**src/rtl/kbd_event_queue.sv**
```systemverilog
// Keyboard event queue: diffs each scanned column vector against the stored
// key-state matrix and queues one press/release event per changed key in a
// first-word-fall-through FIFO for the CPU to drain.
module kbd_event_queue #(
   parameter int ROWS       = 9,
   parameter int COLS       = 10,
   parameter int FIFO_DEPTH = 16
) (
   input  logic                          clk,
   input  logic                          rst,
   input  logic                          col_valid,
   output logic                          col_ready,
   input  logic [3:0]                    col_idx,
   input  logic [ROWS-1:0]               col_rows,
   input  logic                          evt_rd,
   output logic [8:0]                    evt_data,
   output logic                          evt_empty,
   output logic [$clog2(FIFO_DEPTH):0]   evt_count,
   output logic                          overflow,
   input  logic                          overflow_clr,
   output logic                          irq
);

   localparam int AW = $clog2(FIFO_DEPTH);
   localparam int CW = AW + 1;
   localparam logic [CW-1:0] FULL_CNT = CW'(FIFO_DEPTH);
   localparam logic [3:0]    LAST_ROW = 4'(ROWS - 1);

   typedef enum logic {
      IDLE,
      DIFF
   } state_t;

   state_t            state;
   state_t            state_next;
   logic [3:0]        lat_col;
   logic [ROWS-1:0]   lat_rows;
   logic [3:0]        ptr;
   logic [ROWS-1:0]   keys [COLS];

   logic [8:0]        mem [FIFO_DEPTH];
   logic [AW-1:0]     wr_ptr;
   logic [AW-1:0]     rd_ptr;
   logic [CW-1:0]     count;

   logic              col_ok;
   logic              accept;
   logic              cur_bit;
   logic              stored_bit;
   logic              push;
   logic [8:0]        evt_word;
   logic              pop;
   logic              wr_en;
   logic              drop;

   assign col_ok     = ({1'b0, col_idx} < 5'(COLS));
   assign accept     = col_valid && col_ready;
   assign cur_bit    = lat_rows[ptr];
   assign stored_bit = keys[lat_col][ptr];
   assign push       = (state == DIFF) && (cur_bit != stored_bit);
   assign evt_word   = {cur_bit, lat_col, ptr};
   assign pop        = evt_rd && (count != '0);
   assign wr_en      = push && ((count != FULL_CNT) || pop);
   assign drop       = push && (count == FULL_CNT) && !pop;

   assign evt_count  = count;
   assign evt_empty  = (count == '0);
   assign irq        = (count != '0);
   assign evt_data   = (count == '0) ? 9'd0 : mem[rd_ptr];

   // Next-state and handshake: ready only while idle and out of reset; an
   // out-of-range column is accepted but never starts a diff walk.
   always_comb begin
      state_next = state;
      col_ready  = 1'b0;
      case (state)
         IDLE: begin
            col_ready = !rst;
            if (col_valid && !rst && col_ok) begin
               state_next = DIFF;
            end
         end
         DIFF: begin
            if (ptr == LAST_ROW) begin
               state_next = IDLE;
            end
         end
         default: state_next = IDLE;
      endcase
   end

   // State register plus the latched column; the row pointer walks one row per cycle.
   always_ff @(posedge clk) begin
      if (rst) begin
         state    <= IDLE;
         lat_col  <= '0;
         lat_rows <= '0;
         ptr      <= '0;
      end else begin
         state <= state_next;
         if (accept && col_ok) begin
            lat_col  <= col_idx;
            lat_rows <= col_rows;
            ptr      <= '0;
         end else if (state == DIFF) begin
            ptr <= ptr + 4'd1;
         end
      end
   end

   // Stored key matrix: a changed bit is always recorded, even if its event is dropped.
   always_ff @(posedge clk) begin
      if (rst) begin
         for (int c = 0; c < COLS; c++) begin
            keys[c] <= '0;
         end
      end else if (push) begin
         keys[lat_col][ptr] <= cur_bit;
      end
   end

   // FIFO storage; contents need no reset because evt_data is masked when empty.
   always_ff @(posedge clk) begin
      if (wr_en) begin
         mem[wr_ptr] <= evt_word;
      end
   end

   // FIFO pointers and occupancy; a pop frees room for a same-cycle push when full.
   always_ff @(posedge clk) begin
      if (rst) begin
         wr_ptr <= '0;
         rd_ptr <= '0;
         count  <= '0;
      end else begin
         if (wr_en) wr_ptr <= wr_ptr + 1'b1;
         if (pop)   rd_ptr <= rd_ptr + 1'b1;
         case ({wr_en, pop})
            2'b10:   count <= count + 1'b1;
            2'b01:   count <= count - 1'b1;
            default: count <= count;
         endcase
      end
   end

   // Sticky overflow flag; a new drop takes priority over a clear in the same cycle.
   always_ff @(posedge clk) begin
      if (rst) begin
         overflow <= 1'b0;
      end else if (drop) begin
         overflow <= 1'b1;
      end else if (overflow_clr) begin
         overflow <= 1'b0;
      end
   end

endmodule

```
**config.mk**
```make
export PLATFORM = sky130hd
export DESIGN_NAME = kbd_event_queue
export DESIGN_NICKNAME = d
export VERILOG_FILES = /design/src/rtl/kbd_event_queue.sv
export SDC_FILE = /design/constraint.sdc
export NUM_CORES = 1
export LEC_CHECK = 0
export ABC_AREA = 1
export BUFFER_PORTS_ARGS = -buffer_cell sky130_fd_sc_hd__buf_2
export CAP_MARGIN = 5
export CORE_MARGIN = 1.5
export CORE_UTILIZATION = 54
export DETAILED_ROUTE_END_ITERATION = 6
export GPL_ROUTABILITY_DRIVEN = 0
export MAX_ROUTING_LAYER = met4
export PLACE_DENSITY_LB_ADDON = 0.05
export SKIP_LAST_GASP = 1
export SYNTH_ARGS = -nofsm -noshare
export SYNTH_HDL_FRONTEND = slang
export SYNTH_SLANG_ARGS = --single-unit
```
**constraint.sdc**
```tcl
create_clock -name clk -period 4 [get_ports clk]
set_input_delay 0.4 -clock clk [delete_from_list [all_inputs] [get_ports clk]]
set_output_delay 0.4 -clock clk [all_outputs]
set_load 0.02 [all_outputs]
```
==> impl_metrics.json <==
{
  "cts.sinks": 328,
  "finalHoldViolations": 0,
  "area_growth_pct": 12.23,
  "clk_pin_slew_ns": 0.06,
  "dp_hpwl_um": 22540,
  "num_rows": 60,
  "ys_seq_area_share_pct": 63.44,
  "postCtsSetupBuffers": 0,
  "ys_async_sr_fraction_pct": 0,
  "fmax_mhz": 268.7,
  "nets": 1588,
  "drive_gt1_share_pct": 10.68,
  "yosys_warnings": 0,
  "cpPeakStageDelay_ns": 0.44,
  "tightest_slew_ns": 0.9692,
  "multi_input_area_um2": 4777,
  "cts_tree": "done",
  "postSynthCellCount": 1518,
  "leakagePower_nw": 6.240,
  "die-width_um": 169.1,
  "worstSetupEndpointType": "register",
  "clkLatencyLatePin_ns": 0.52,
  "status": "completed",
  "netlist_top_cells_area": "edfxtp_1 58%, nand2_1 8.6%, nor2_1 7.2%",
  "die_h_um": 169.1,
  "utilization_pct": 61.86,
  "setup_violations": 0,
  "drc": 0,
  "core_um2": 27030,
  "clockRootBuffer": "clkbuf_16",
  "synth_common_cells": "342 x nand2_1, 288 x edfxtp_1, 287 x nor2_1, 171 x nand3_1, 112 x o21ai_0",
  "worstSetupStartpointType": "register",
  "layout.area.seq_um2": 9452,
  "synth_top_area_share_pct": 58.06,
  "timing.hold.ws_ns": 0.09035,
  "p_per_area_nw_per_um2": 541.0,
  "start_util_pct": 55.12,
  "diodes": 0,
  "hp-class": "input pin to register",
  "crit_path_cell_trace": "inv_2 > buf_4 > nand2_1 > nand3_1 > nand3_1 > nand2_1 > nand2_1 > nand3_1 > nand3_1 > nand3_1 > nand2_1 > nand2_1 > nand3_1 > inv_1 > nand2_1 > ha_1 > fa_1 > a21o_1 > a21oi_1 > inv_1 > a21oi_1 > o21ai_0 > o21ai_0 > a21oi_1",
  "drv_cap": 0,
  "synth_edf_count": 288,
  "cts_hold_buf": 0,
  "viasPerCell": 5.772,
  "cp_max_fo": 25,
  "wl_um": 37050,
  "synth.distinct_cells": 36,
  "first_global_vias": 10420,
  "crit_type": "register to register",
  "final.fill_count": 2284,
  "syn_area_um2": 14900,
  "tns_ns": 0,
  "relSlewSlack_pct": 35.32,
  "finalPower_mw": 9.044,
  "finalMaxSlewViolations": 0,
  "antenna_found_initial": 0,
  "grt_start_max_net_pins": 73,
  "cp_data_required_time_ns": 4.39,
  "dr.first_iter.drc_count": 1161,
  "cts_resized": 0,
  "skew_ns": 0.01335,
  "pin_count": 36,
  "synth-main-ff-cell": "edfxtp_1",
  "grt_pass1_wl_um": 58330,
  "rsz0062_at_grt": "no",
  "synth_top_cell_by_area": "edfxtp_1",
  "fin_crit_sh_pct": 93.03,
  "htreeDepth": 2,
  "wl_per_cell_um": 19.25,
  "clk_path_buf_depth": 3,
  "drt-pass1-iter-count": 7,
  "cp.arrival_ns": 4.12,
  "synth_fp_nets": 1550,
  "grt_usage_pct": 27.55,
  "yosysMostFrequentCell": "nand2_1",
  "fp.dieArea_um2": 28590,
  "synth-seq-cells": 328,
  "min-delay-start": "overflow_clr",
  "peakVddDrop_v": 0.0004215,
  "cp_slowest_cell": "fa_1",
  "cts_made_buffers": 36,
  "avgSynthCellArea_um2": 9.813,
  "overflow": 0,
  "numPortBuffers": 35,
  "rrSetupSlack_ns": 0.28,
  "fin_crit_ns": 3.721,
  "final_antenna_net_count": 0,
  "vias": 11110
}
==> worst max-delay path: cells and delay by family, from the launching register on <==
| family | cells | cell delay [ns] |
|---|---|---|
| adders and majority gates | 2 | 0.74 |
| DFF | 1 | 0.35 |
| buffers and inverters | 4 | 0.52 |
| and+or+nand+nor | 12 | 1.18 |
| AOI/OAI and AO/OA | 6 | 0.80 |
==> cell usage in the layout, fill, tap and decap left out, drive strengths merged, types with 3 or more instances in the layout <==
cell type  count
bufinv         6
o22ai         11
nor2         294
o221ai        26
nand2        348
nand3        177
inv           63
ha            13
edfxtp       288
o21ai        114
clkbuf        43
dfxtp         40
buf           83
a21oi         35
nor3           3
clkinv        23
==> power by group <==
| part | internal, mW | total, mW | switching (mW) |
|---|---|---|---|
| logic | 0.522 | 1.74 | 1.22 |
| clock network | 2.07 | 3.39 | 1.32 |
| registers | 3.82 | 3.91 | 0.0880 |
==> path summary, 6_finish.rpt <==
check	end	cells after the start
worst min-delay path	overflow	2
worst max-delay path	evt_count[4]	24
worst min register to register	lat_rows[6]	2
worst max register to register	evt_count[4]	24
==> sequential cells by signal, summed over array words and instances, names as in the netlist, named ones only <==
register / cells
state: 1
ptr: 4
rd_ptr: 4
overflow: 1
lat_col: 4
keys: 144
evt_count: 5
lat_rows: 9
wr_ptr: 4
mem: 144
==> area by class of cell <==
cell class	instances	share of cell area, %
Clock inverter	22	1.624
Tap cell	341	2.552
Multi-Input combinational cell	1036	28.58
Sequential cell	328	56.54
Clock buffer	43	5.606
Timing Repair Buffer	83	3.503
Inverter	71	1.602
==> logic make-up after synthesis <==
group | after synthesis | synth area share (%)
compound gates | 194 | 7.526
xor+xnor | 3 | 0.1764
fa+ha+maj | 14 | 1.226
buf+inv | 154 | 4.511
flops | 328 | 63.44
simple gates | 825 | 23.12
==> metal layers <==
metal	vias up	global-route usage, %	share of wire (%)
met3	56	4.536	6.7
met5	-	-	0
met2	393	41.54	46
met1	5379	39.57	46
met4	0	6.272	1.7
li1	5278	-	-
==> through the flow <==
step | area [µm²] | instances | setup slack (ns)
after global placement | 15510 | 1859 | 0.4480
after floorplan | 14900 | 1518 | 0.3813
after global routing | 16720 | 1924 | 0.1087
final | 16720 | 1924 | 0.2788
after CTS | 16720 | 1924 | 0.3724
after detailed placement | 15510 | 1859 | 0.3819
(Power assumes the default switching activity.)
